==> src/rtl/matrixmac_seq.sv <==
// Address sequencer for the HWPE matrix-MAC: walks output pixels and KxK kernel
// windows, issuing one feature-memory read address per accepted beat.
module matrixmac_seq #(
  parameter int unsigned FMEM_ADDR_WIDTH = 16
) (
  input  logic                       clk,
  input  logic                       rst,
  input  logic                       matrixmac_st,
  input  logic [2:0]                 base_sel,
  input  logic [15:0]                W_count,
  input  logic [15:0]                H_count,
  input  logic [15:0]                W_stride,
  input  logic [15:0]                H_stride,
  input  logic [15:0]                Conv_W_offset,
  input  logic [3:0]                 Kernel_size,
  output logic [2:0]                 baseaddr_ra1,
  input  logic [FMEM_ADDR_WIDTH-1:0] baseaddr_rd1,
  output logic [FMEM_ADDR_WIDTH-1:0] fmem_raddr,
  output logic                       fmem_rvalid,
  input  logic                       fmem_rready,
  output logic                       mac_clr,
  output logic                       mac_last,
  output logic                       busy,
  output logic                       done
);

  localparam int unsigned AW = FMEM_ADDR_WIDTH;

  typedef enum logic [1:0] {
    StIdle,
    StLoad,
    StRun,
    StDone
  } state_e;

  state_e state_q, state_d;

  // Job configuration shadows, captured on the accepted start pulse.
  logic [15:0] w_cnt_q, w_cnt_d;
  logic [15:0] h_cnt_q, h_cnt_d;
  logic [15:0] w_stride_q, w_stride_d;
  logic [15:0] h_stride_q, h_stride_d;
  logic [15:0] row_pitch_q, row_pitch_d;
  logic [3:0]  k_q, k_d;
  logic [2:0]  sel_q, sel_d;

  logic [AW-1:0] base_q, base_d;
  logic [AW-1:0] row_step_q, row_step_d;
  logic [AW-1:0] row_ptr_q, row_ptr_d;
  logic [AW-1:0] pix_ptr_q, pix_ptr_d;
  logic [AW-1:0] win_ptr_q, win_ptr_d;
  logic [AW-1:0] addr_q, addr_d;

  logic [15:0] oh_q, oh_d;
  logic [15:0] ow_q, ow_d;
  logic [3:0]  ky_q, ky_d;
  logic [3:0]  kx_q, kx_d;

  logic [31:0]   row_prod;
  logic [AW-1:0] w_step;
  logic [AW-1:0] pitch_step;
  logic [AW-1:0] pix_ptr_nxt;
  logic [AW-1:0] win_ptr_nxt;
  logic [AW-1:0] row_ptr_nxt;
  logic          run;
  logic          beat;
  logic          kx_end;
  logic          ky_end;
  logic          ow_end;
  logic          oh_end;
  logic          empty_job;

  // The only multiplier: evaluated once per job while in LOAD.
  assign row_prod    = 32'(h_stride_q) * 32'(row_pitch_q);
  assign w_step      = AW'(w_stride_q);
  assign pitch_step  = AW'(row_pitch_q);
  assign pix_ptr_nxt = pix_ptr_q + w_step;
  assign win_ptr_nxt = win_ptr_q + pitch_step;
  assign row_ptr_nxt = row_ptr_q + row_step_q;

  assign run    = (state_q == StRun);
  assign beat   = run && fmem_rready;
  assign kx_end = (kx_q == k_q - 4'd1);
  assign ky_end = (ky_q == k_q - 4'd1);
  assign ow_end = (ow_q == w_cnt_q - 16'd1);
  assign oh_end = (oh_q == h_cnt_q - 16'd1);

  assign empty_job = (h_cnt_q == 16'd0) || (w_cnt_q == 16'd0) || (k_q == 4'd0);

  always_comb begin
    state_d     = state_q;
    w_cnt_d     = w_cnt_q;
    h_cnt_d     = h_cnt_q;
    w_stride_d  = w_stride_q;
    h_stride_d  = h_stride_q;
    row_pitch_d = row_pitch_q;
    k_d         = k_q;
    sel_d       = sel_q;
    base_d      = base_q;
    row_step_d  = row_step_q;
    row_ptr_d   = row_ptr_q;
    pix_ptr_d   = pix_ptr_q;
    win_ptr_d   = win_ptr_q;
    addr_d      = addr_q;
    oh_d        = oh_q;
    ow_d        = ow_q;
    ky_d        = ky_q;
    kx_d        = kx_q;

    unique case (state_q)
      StIdle: begin
        if (matrixmac_st) begin
          w_cnt_d     = W_count;
          h_cnt_d     = H_count;
          w_stride_d  = W_stride;
          h_stride_d  = H_stride;
          row_pitch_d = Conv_W_offset;
          k_d         = Kernel_size;
          sel_d       = base_sel;
          state_d     = StLoad;
        end
      end

      StLoad: begin
        base_d     = baseaddr_rd1;
        row_step_d = AW'(row_prod);
        row_ptr_d  = baseaddr_rd1;
        pix_ptr_d  = baseaddr_rd1;
        win_ptr_d  = baseaddr_rd1;
        addr_d     = baseaddr_rd1;
        oh_d       = 16'd0;
        ow_d       = 16'd0;
        ky_d       = 4'd0;
        kx_d       = 4'd0;
        state_d    = empty_job ? StDone : StRun;
      end

      StRun: begin
        // Loops nest kx (innermost), ky, ow, oh; pointers carry each loop's origin.
        if (beat) begin
          if (!kx_end) begin
            kx_d   = kx_q + 4'd1;
            addr_d = addr_q + AW'(1);
          end else if (!ky_end) begin
            kx_d      = 4'd0;
            ky_d      = ky_q + 4'd1;
            win_ptr_d = win_ptr_nxt;
            addr_d    = win_ptr_nxt;
          end else if (!ow_end) begin
            kx_d      = 4'd0;
            ky_d      = 4'd0;
            ow_d      = ow_q + 16'd1;
            pix_ptr_d = pix_ptr_nxt;
            win_ptr_d = pix_ptr_nxt;
            addr_d    = pix_ptr_nxt;
          end else if (!oh_end) begin
            kx_d      = 4'd0;
            ky_d      = 4'd0;
            ow_d      = 16'd0;
            oh_d      = oh_q + 16'd1;
            row_ptr_d = row_ptr_nxt;
            pix_ptr_d = row_ptr_nxt;
            win_ptr_d = row_ptr_nxt;
            addr_d    = row_ptr_nxt;
          end else begin
            state_d = StDone;
          end
        end
      end

      StDone: begin
        state_d = StIdle;
      end

      default: begin
        state_d = StIdle;
      end
    endcase
  end

  always_ff @(posedge clk) begin
    if (rst) begin
      state_q     <= StIdle;
      w_cnt_q     <= '0;
      h_cnt_q     <= '0;
      w_stride_q  <= '0;
      h_stride_q  <= '0;
      row_pitch_q <= '0;
      k_q         <= '0;
      sel_q       <= '0;
      base_q      <= '0;
      row_step_q  <= '0;
      row_ptr_q   <= '0;
      pix_ptr_q   <= '0;
      win_ptr_q   <= '0;
      addr_q      <= '0;
      oh_q        <= '0;
      ow_q        <= '0;
      ky_q        <= '0;
      kx_q        <= '0;
    end else begin
      state_q     <= state_d;
      w_cnt_q     <= w_cnt_d;
      h_cnt_q     <= h_cnt_d;
      w_stride_q  <= w_stride_d;
      h_stride_q  <= h_stride_d;
      row_pitch_q <= row_pitch_d;
      k_q         <= k_d;
      sel_q       <= sel_d;
      base_q      <= base_d;
      row_step_q  <= row_step_d;
      row_ptr_q   <= row_ptr_d;
      pix_ptr_q   <= pix_ptr_d;
      win_ptr_q   <= win_ptr_d;
      addr_q      <= addr_d;
      oh_q        <= oh_d;
      ow_q        <= ow_d;
      ky_q        <= ky_d;
      kx_q        <= kx_d;
    end
  end

  // Outputs come straight from state, so they hold while a beat is stalled.
  assign baseaddr_ra1 = sel_q;
  assign fmem_raddr   = addr_q;
  assign fmem_rvalid  = run;
  assign mac_clr      = run && (ky_q == 4'd0) && (kx_q == 4'd0);
  assign mac_last     = run && kx_end && ky_end;
  assign busy         = (state_q == StLoad) || run;
  assign done         = (state_q == StDone);

endmodule

==> config.mk <==
export PLATFORM = sky130hd
export DESIGN_NAME = matrixmac_seq
export DESIGN_NICKNAME = d
export VERILOG_FILES = /design/src/rtl/matrixmac_seq.sv
export SDC_FILE = /design/constraint.sdc
export NUM_CORES = 1
export LEC_CHECK = 0
export ABC_AREA = 1
export BUFFER_PORTS_ARGS = -buffer_cell sky130_fd_sc_hd__clkbuf_2
export CORE_ASPECT_RATIO = 1.25
export CORE_MARGIN = 4
export CORE_UTILIZATION = 27
export DETAILED_ROUTE_END_ITERATION = 12
export GPL_ROUTABILITY_DRIVEN = 0
export PLACE_DENSITY_LB_ADDON = 0.15
export SLEW_MARGIN = 30
export SYNTH_ARGS = -nofsm -noshare
export SYNTH_HDL_FRONTEND = slang
export SYNTH_SLANG_ARGS = --single-unit
==> constraint.sdc <==
create_clock -name clk -period 7.1 [get_ports clk]
set_input_delay 0.355 -clock clk [delete_from_list [all_inputs] [get_ports clk]]
set_output_delay 0.355 -clock clk [all_outputs]
set_load 0.1 [all_outputs]
* Yosys cells after proc, flatten, opt, wreduce, memory -nomap -nowiden
Cells that the tools add are included.
Cells by class: $add $sub $neg 11, multipliers 1, eq/ne operators 17, muxes and demuxes 48, reductions and logical operators 21
Operators with widths (count):
- 2-to-1 mux 16 bit | 24
- case mux 16 bit (2 select lines) | 6
- adder 16 x 1 -> 16 bit (second input constant) | 3
- adder 16 bit | 3
- equality test 16 bit | 2
- zero test 16 bit | 2
- 2-to-1 mux 4 bit | 8
- subtractor 16 x 1 -> 16 bit (second input constant) | 2
- multiplier 16 x 16 -> 16 bit | 1
- case mux 4 bit (2 select lines) | 2
- zero test 4 bit | 3
- 2-to-1 mux 2 bit | 6
- AND reduction 6 bit | 2
- != test 2 x 1 -> 1 bit (second input constant) | 5
- adder 4 x 1 -> 4 bit (second input constant) | 2
- equality test 4 bit | 2
- case mux 2 bit (4 select lines) | 1
- logical AND 1 bit | 5
- != test 5 bit (second input constant) | 1
- AND reduction 5 bit | 1
- equality test 2 bit (second input constant) | 2
- != test 2 bit (second input constant) | 2
- != test 4 bit (second input constant) | 1
- AND reduction 4 bit | 1
- 9 further kinds | 11
Storage, ports and cells: bits in registers 209, input bits 107, output and inout bits 24, logic and storage cells 115

* Depth between registers and ports, before layout
Gate-level depths: netlist of run 1.
depth after elaboration 8, depth in mapped cells 27, gate-level depth less buffers 26

* Worst setup path after synthesis of run 1
Ideal clock, no wire load.
path type reg-to-output, from register state_q[0], to output mac_clr, arrival 5043 ps, required time 6745 ps, path slack 1702 ps, stages on the path, launching flop included 8, buffers on the path 3, cells stage by stage dfxtp_1 > inv_1 > ha_1 > inv_1 > clkbuf_1 > buf_1 > clkbuf_1 > nor4_1
On the way: cells in the longest elaborated chain, start to end 3
Ends and longest elaborated chain:
- start, declared | line 36 | state_e state_q, state_d;
- start signal, assigned | line 183 | state_q <= StIdle;
- start signal, assigned | line 202 | state_q <= state_d;
- equality test 2 bit | line 81 | assign run = (state_q == StRun);
- net fmem_rvalid | line 19 | output logic fmem_rvalid,
- logical AND 1 bit (2 in a row) | line 227 | assign mac_clr = run && (ky_q == 4'd0) && (kx_q == 4'd0);
- end, declared | line 21 | output logic mac_clr,
The timed path passes the listed nets, and every way through them passes these cells.

* Worst setup path in the final report of run 1
from register row_pitch_q[1], in the netlist pitch_step[1], to register row_step_q[14]
On the way: cells in the longest elaborated chain, start to end 1
Ends and longest elaborated chain:
- start, declared | line 43 | logic [15:0] row_pitch_q, row_pitch_d;
- start signal, assigned | line 207 | row_pitch_q <= row_pitch_d;
- multiplier 16 x 16 -> 16 bit | line 74 | assign row_prod = 32'(h_stride_q) * 32'(row_pitch_q);
- end signal, assigned | line 211 | row_step_q <= row_step_d;
- end, declared | line 48 | logic [AW-1:0] row_step_q, row_step_d;
Every way passes these cells. A chain may end at the register's enable or synchronous reset.

==> impl_metrics.ini, run 1 <==
[global_route]
grt_util_met3 = 0.0182
grt-busiest-layer = met2
grt_max_degree = 83
grt_use_met2 = 0.321
antenna_found_initial = 2
use_met1 = 0.204
grt_usage = 0.172
grt_overflow_total = 0
first_global_vias = 18286
grt_first_pass_wirelength_um = 101000

[synth]
synth_adder_area_share = 0.164
synth_edf_count = 0
muxShareOfSynthArea = 0
synth_top_area_frac = 0.226
synth_warnings = 0
synth_area_leader_cell = dfxtp_1
synth_compound_area_frac = 0.0907
yosys.area_share.simple = 0.348
ys_seq_area_frac = 0.226
synth_xor_area_frac = 0.0585
ys_top_cells_by_area = dfxtp_1 (23%), nand2_1 (15%), fa_1 (9.0%)
ys.flop_type = dfxtp_1
synth_top_family_by_area = simple AND/OR/NAND/NOR gates
yosys_register_bits = 209
syn_inst = 2901
syn-num-nets = 3201
post_synth.cell_area_avg_um2 = 6.40
synthArstFlopShare = 0
synth_cell_types = 50
synth_area_mm2 = 0.0186

[floorplanning]
core_area_mm2 = 0.0681
die_w_um = 242
start_util = 0.272
fp.dieH_um = 301
ios = 131
rows = 107
design.die.area_mm2 = 0.0730

[drt]
ant_nets = 0
num_vias = 18200
vias_per_cell = 4.72
drc = 0
wl_um = 64700
first_iter_violations = 980
routedWlPerCell_um = 16.8
drt_pass1_iterations = 8

[timing]
tns_ns = 0
finalCriticalPeriod_ns = 5.59
setup_viol = 0
hold_violations = 0
tightest_slew_ns = 0.967
period_share = 0.787
maxSlewViolCount = 0
rsz0062_at_grt = false
fin_ws_ns = 1.51
max_freq_ghz = 0.179
worst_clock_skew_ns = 0.0130
slew_headroom = 0.354

[place]
post-place-ws_ns = 1.50
dp_hpwl_um = 50100
dp.cells = 3796
portBuffers = 130

[cts]
clock_latency_ns = 0.59
clockRootBuffer = clkbuf_16
cts.sinks = 209
cts_made_buffers = 30
cts_resized = 0
cts_setup_buffers = 0
cts_buffer_depth = 3
path_clk_slew_ns = 0.06
cts_tree = yes
ctsHtreeMaxLevel = 1

[hold_path]
min_from = base_sel[0]
min_path_type = in2reg

[setup_path]
critPathCapture = row_step_q[14]$_SDFFE_PP0P_
r2r_start = pitch_step[1]$_SDFFE_PP0P_
start_kind = flop
r2r-end = row_step_q[14]$_SDFFE_PP0P_
reg2regPathDepth = 18
cp.arrival_ns = 6.07
critPathLaunch = pitch_step[1]$_SDFFE_PP0P_
crit_type = reg2reg
reg2reg_slack_ns = 1.51
cp_max_fo = 17
worst_ep_required_time_ns = 7.59
end_kind = flop

[finish]
drive_gt1_frac = 0.0837
post-route-util = 0.307
area_growth_pct = 12.8
nNetsFinal = 3263
final_cells = 3859

[run_status]
status = completed

[power_and_ir_drop]
leakagePower_uw = 0.0104
ir_drop_mv = 0.168
p_per_area_mw_per_mm2 = 364

[run]
drv_cap = 0
[layout by cell type (no fill, tap or decap), types with 3 or more instances in the layout]
| cell type | n |
|---|---|
| and2_1 | 3 |
| a21oi_1 | 135 |
| nor4_1 | 10 |
| nand2_2 | 7 |
| clkbuf_1 | 5 |
| nor2_4 | 6 |
| clkinv_2 | 9 |
| inv_2 | 7 |
| nor3b_1 | 4 |
| nor3_1 | 24 |
| nand3b_1 | 14 |
| buf_4 | 13 |
| nor2_1 | 433 |
| nand3_1 | 183 |
| ha_1 | 109 |
| a31oi_1 | 3 |
| or2_2 | 11 |
| xnor2_1 | 41 |
| nand3_2 | 3 |
| nand4_1 | 70 |
| nand2_1 | 722 |
| dlygate4sd3_1 | 7 |
| o21ai_0 | 154 |
| clkinvlp_4 | 3 |
| nand3_4 | 3 |
| nor2_2 | 9 |
| clkbuf_16 | 31 |
| xor2_1 | 83 |
| a21o_1 | 4 |
| dfxtp_1 | 209 |
| clkbuf_8 | 3 |
| o21ai_1 | 11 |
| inv_1 | 408 |
| fa_1 | 83 |
| clkbuf_2 | 130 |
| o21bai_1 | 5 |
[worst max-delay path, cell delays in order, from the launching register on]
cell	delay [ns]
dfxtp_1	0.82
nand2_1	0.17
fa_1	0.54
fa_1	0.57
fa_1	0.45
fa_1	0.56
inv_1	0.05
fa_1	0.47
inv_1	0.05
fa_1	0.47
inv_1	0.04
ha_1	0.35
nand2_1	0.06
o21ai_0	0.28
a21oi_1	0.11
o21bai_1	0.17
xor2_1	0.16
a21o_1	0.12
inv_1	0.03
[power by group]
| group | switching, uW | leakage (uW) | internal (uW) |
|---|---|---|---|
| clock | 616 | 0.000482 | 897 |
| combinational | 2850 | 0.00819 | 1350 |
| sequential | 422 | 0.00172 | 1470 |
| total | 3880 | 0.0104 | 3720 |
[metal layers]
| layer | wire length [um] | up-vias |
|---|---|---|
| met5 | 0 | - |
| met4 | 2670 | 0 |
| met3 | 2540 | 109 |
| met2 | 32500 | 392 |
| met1 | 27000 | 8483 |
| li1 | - | 9216 |
[through the flow]
step	total power [uW]	hold WS [ns]	instance area, um^2
floorplan	5000	0.448	18600
CTS	7730	0.000332	20900
finish	7610	0.0321	20900
global placement	6110	0.467	19900
detailed placement	6150	0.479	19900
global route	8350	0.0318	20900
[synthesized netlist by cell type (11+ instances only)]
cell,instances
o21ai_0,154
xnor2_1,41
nand3_1,183
or2_2,11
o21ai_1,11
buf_1,18
nand2_1,723
nor3_1,24
clkbuf_1,73
ha_1,110
inv_1,411
buf_2,18
nor2_1,433
a21oi_1,135
nand3b_1,14
dfxtp_1,209
fa_1,83
xor2_1,83
nand4_1,70
[area by class of cell]
| type | instances | area [um^2] |
|---|---|---|
| fill | 7593 | 47200 |
| multi-input combinational | 2153 | 12300 |
| sequential | 209 | 4180 |
| inverter | 419 | 1580 |
| tap | 872 | 1090 |
| clock buffer | 39 | 836 |
| timing repair buffer | 150 | 818 |
| clock inverter | 16 | 145 |
| antenna | 1 | 2.50 |
[registers in the layout (all words and copies together), names as in the netlist]
register / flops
baseaddr_ra1: 3
fmem_raddr: 16
h_cnt_q: 16
h_stride_q: 16
k_q: 4
kx_q: 4
ky_q: 4
oh_q: 16
ow_q: 16
pitch_step: 16
pix_ptr_q: 16
row_ptr_q: 16
row_step_q: 16
state_q: 2
w_cnt_q: 16
w_step: 16
win_ptr_q: 16
[kinds of logic (layout without fill, tap and decap cells)]
kind of cell / Yosys count / after routing
XOR/XNOR: 124 / 124
buffers and inverters: 539 / 624
adder cells (fa/ha/maj): 193 / 193
AO/OA/AOI/OAI: 324 / 324
AND/OR/NAND/NOR: 1512 / 1512
flip-flops: 209 / 209
other: 0 / 1
[how the worst min path moves through the flow]
stage	end	slack, ns	cells after the start
global route	pitch_step[7]$_SDFFE_PP0P_	0.03	3
finish	baseaddr_ra1[0]$_SDFFE_PP0P_	0.03	3
detailed placement	baseaddr_ra1[0]$_SDFFE_PP0P_	0.48	2
floorplan	h_cnt_q[1]$_SDFFE_PP0P_	0.45	2
global placement	baseaddr_ra1[2]$_SDFFE_PP0P_	0.47	2
CTS	pitch_step[10]$_SDFFE_PP0P_	0.0003	3
[repair_timing]
action                                 4_1_cts  5_1_grt
endpoints found under the hold margin        7        0
hold buffers                                 7        0
setup endpoints to repair                    0        0
Power figures use the tool's default switching activity.
==> run 2: changes to the inputs <==
ABC_AREA = 0   (was 1)
clock period = 5.64 ns   (was 7.1 ns; I/O delays follow)
==> impl_metrics.ini, run 2 <==
[finish]
post-route-util = 0.327
nNetsFinal = 2566
diodes = 0
drive_gt1_frac = 0.118
layout_common_cells = nand2_1 (334), dfxtp_1 (202), a21oi_1 (186), inv_1 (149), nor2_1 (144)
post-route-cell-area_mm2 = 0.0199
area_growth_pct = 20.3
final_common_cell = nand2_1

[timing]
worst_clock_skew_ns = 0.0248
rsz0062_at_grt = false
max_freq_ghz = 0.186
setup_viol = 0
slew_headroom = 0.417
tightest_slew_ns = 0.872
period_share = 0.951
tns_ns = 0
fin_ws_ns = 0.277
finalCriticalPeriod_ns = 5.36
maxSlewViolCount = 0
hold_violations = 0

[floorplanning]
rows = 101
start_util = 0.272
die_w_um = 229
core_area_mm2 = 0.0607
fp.dieH_um = 284
design.die.area_mm2 = 0.0652
ios = 131

[place]
dp_hpwl_um = 44400
post-place-ws_ns = 0.127
portBuffers = 130
place_area_mm2 = 0.0181

[global_route]
first_global_vias = 15338
grt_usage = 0.173
grt_max_degree = 69
antenna_found_initial = 1
grt_first_pass_wirelength_um = 89800
grt_overflow_total = 0

[setup_path]
end_kind = flop
cp_max_fo = 10
worst_ep_required_time_ns = 6.09
start_kind = flop
cp.arrival_ns = 5.81
critPathSlowestCell = fa_1
cpMostUsedCell = fa_1
cp_num_buf_inv = 4
crit_type = reg2reg
crit_family = adder cells
crit_chain = and2_1 > fa_1 > inv_1 > fa_1 > fa_1 > fa_1 > inv_1 > fa_1 > inv_1 > fa_1 > inv_1 > ha_2 > and3_1 > a21oi_2 > o21ai_1 > o41ai_2 > nor4b_1 > a211o_1
critPathMaxStageDelay_ns = 0.57

[cts]
cts_buffer_depth = 3
ctsHtreeMaxLevel = 1
cts.sinks = 209
clockRootBuffer = clkbuf_16
cts_tree = yes
path_clk_slew_ns = 0.07
clock_latency_ns = 0.57
cts_made_buffers = 27

[drt]
vias_per_cell = 5.00
num_vias = 15296
ant_nets = 0
drt_pass1_iterations = 5
first_iter_violations = 829
drc = 0
routedWlPerCell_um = 18.9
wl_um = 57800

[synth]
ys_seq_area_frac = 0.253
yosysMostFrequentCell = nand2_1
synth_cell_types = 79
synth_common_cells = nand2_1 (335), dfxtp_1 (209), a21oi_1 (188)
syn_inst = 2089
synthArstFlopShare = 0
synth_area_mm2 = 0.0165
ys_top_cells_by_area = dfxtp_1 (25%), fa_1 (10%), ha_1 (8.3%)
yosys_register_bits = 209
synth_top_area_frac = 0.253
synth_area_leader_cell = dfxtp_1
ys.flop_type = dfxtp_1
synth_warnings = 0
post_synth.cell_area_avg_um2 = 7.90
synth_edf_count = 0
syn-num-nets = 2389

[power_and_ir_drop]
leakagePower_uw = 0.00824
p_per_area_mw_per_mm2 = 428
ir_drop_mv = 0.410

[hold_path]
min_path_type = in2reg

[run]
drv_cap = 0

[run_status]
status = completed
run 2: area by class of cell:
type,count,area [um^2]
clock buffer,32,724
clock inverter,16,196
fill,6508,40800
inverter,153,574
multi-input combinational,1615,11300
sequential,209,4190
tap,772,966
timing repair buffer,260,1860
run 2: worst reg2reg max path: stages, from the launching register on:
cell and delay (ns):
dfxtp_2 0.38, and2_1 0.20, fa_1 0.55, inv_1 0.05, fa_1 0.47, fa_1 0.50
fa_1 0.57, inv_1 0.06, fa_1 0.47, inv_1 0.05, fa_1 0.48, inv_1 0.04
ha_2 0.30, and3_1 0.19, a21oi_2 0.12, o21ai_1 0.10, o41ai_2 0.36, nor4b_1 0.10
a211o_1 0.24
run 2: through the flow:
| step | cells | power [uW] | hold slack, ns |
|---|---|---|---|
| finish | 3057 | 8500 | 0.0291 |
| global placement | 2924 | 6640 | 0.443 |
| detailed placement | 2924 | 6670 | 0.449 |
| floorplan | 2089 | 5260 | 0.418 |
| global route | 3057 | 9090 | 0.0311 |
| CTS | 3056 | 8610 | 0.00206 |
run 2: final timing paths:
kind / startpoint / endpoint / slack (ns) / cells after the start
max: h_stride_q[7]$_SDFFE_PP0P_ / row_step_q[14]$_SDFFE_PP0P_ / 0.28 / 18
min: baseaddr_rd1[14] / win_ptr_q[14]$_SDFFE_PP0P_ / 0.03 / 3
max reg2reg: h_stride_q[7]$_SDFFE_PP0P_ / row_step_q[14]$_SDFFE_PP0P_ / 0.28 / 18
min reg2reg: pix_ptr_q[11]$_SDFFE_PP0P_ / pix_ptr_q[11]$_SDFFE_PP0P_ / 0.46 / 2
run 2: cells by family (layout without fill, tap and decap cells):
| kind of cell | Yosys count | after routing | synth area share |
|---|---|---|---|
| AOI/OAI and AO/OA | 452 | 452 | 0.174 |
| buffers and inverters | 265 | 461 | 0.0616 |
| and+or+nand+nor | 783 | 783 | 0.223 |
| adders and majority gates | 193 | 193 | 0.184 |
| muxes | 28 | 28 | 0.0174 |
| xor gates and xnor gates | 159 | 159 | 0.0860 |
| DFF | 209 | 209 | 0.253 |
run 2: layer usage:
metal | part of all wire | vias to the layer above | wire length, um | global-route usage
met5 | 0 | - | 0 | 0
met4 | 0.046 | 0 | 2660 | 0.0723
met3 | 0.044 | 98 | 2530 | 0.0218
met2 | 0.50 | 322 | 28800 | 0.308
met1 | 0.41 | 7387 | 23900 | 0.209
li1 | - | 7489 | - | -
run 2: where the power goes:
group / switching [uW] / internal [uW] / total, uW
clock network: 742 / 1100 / 1840
registers: 389 / 1820 / 2210
logic: 2990 / 1460 / 4450
total: 4120 / 4380 / 8500
run 2: timing repair:
action,CTS,global route
gates resized for setup,0,11
endpoints found under the hold margin,84,0
buffers inserted,0,1
hold buffers,84,0
endpoints found under the setup margin,0,1
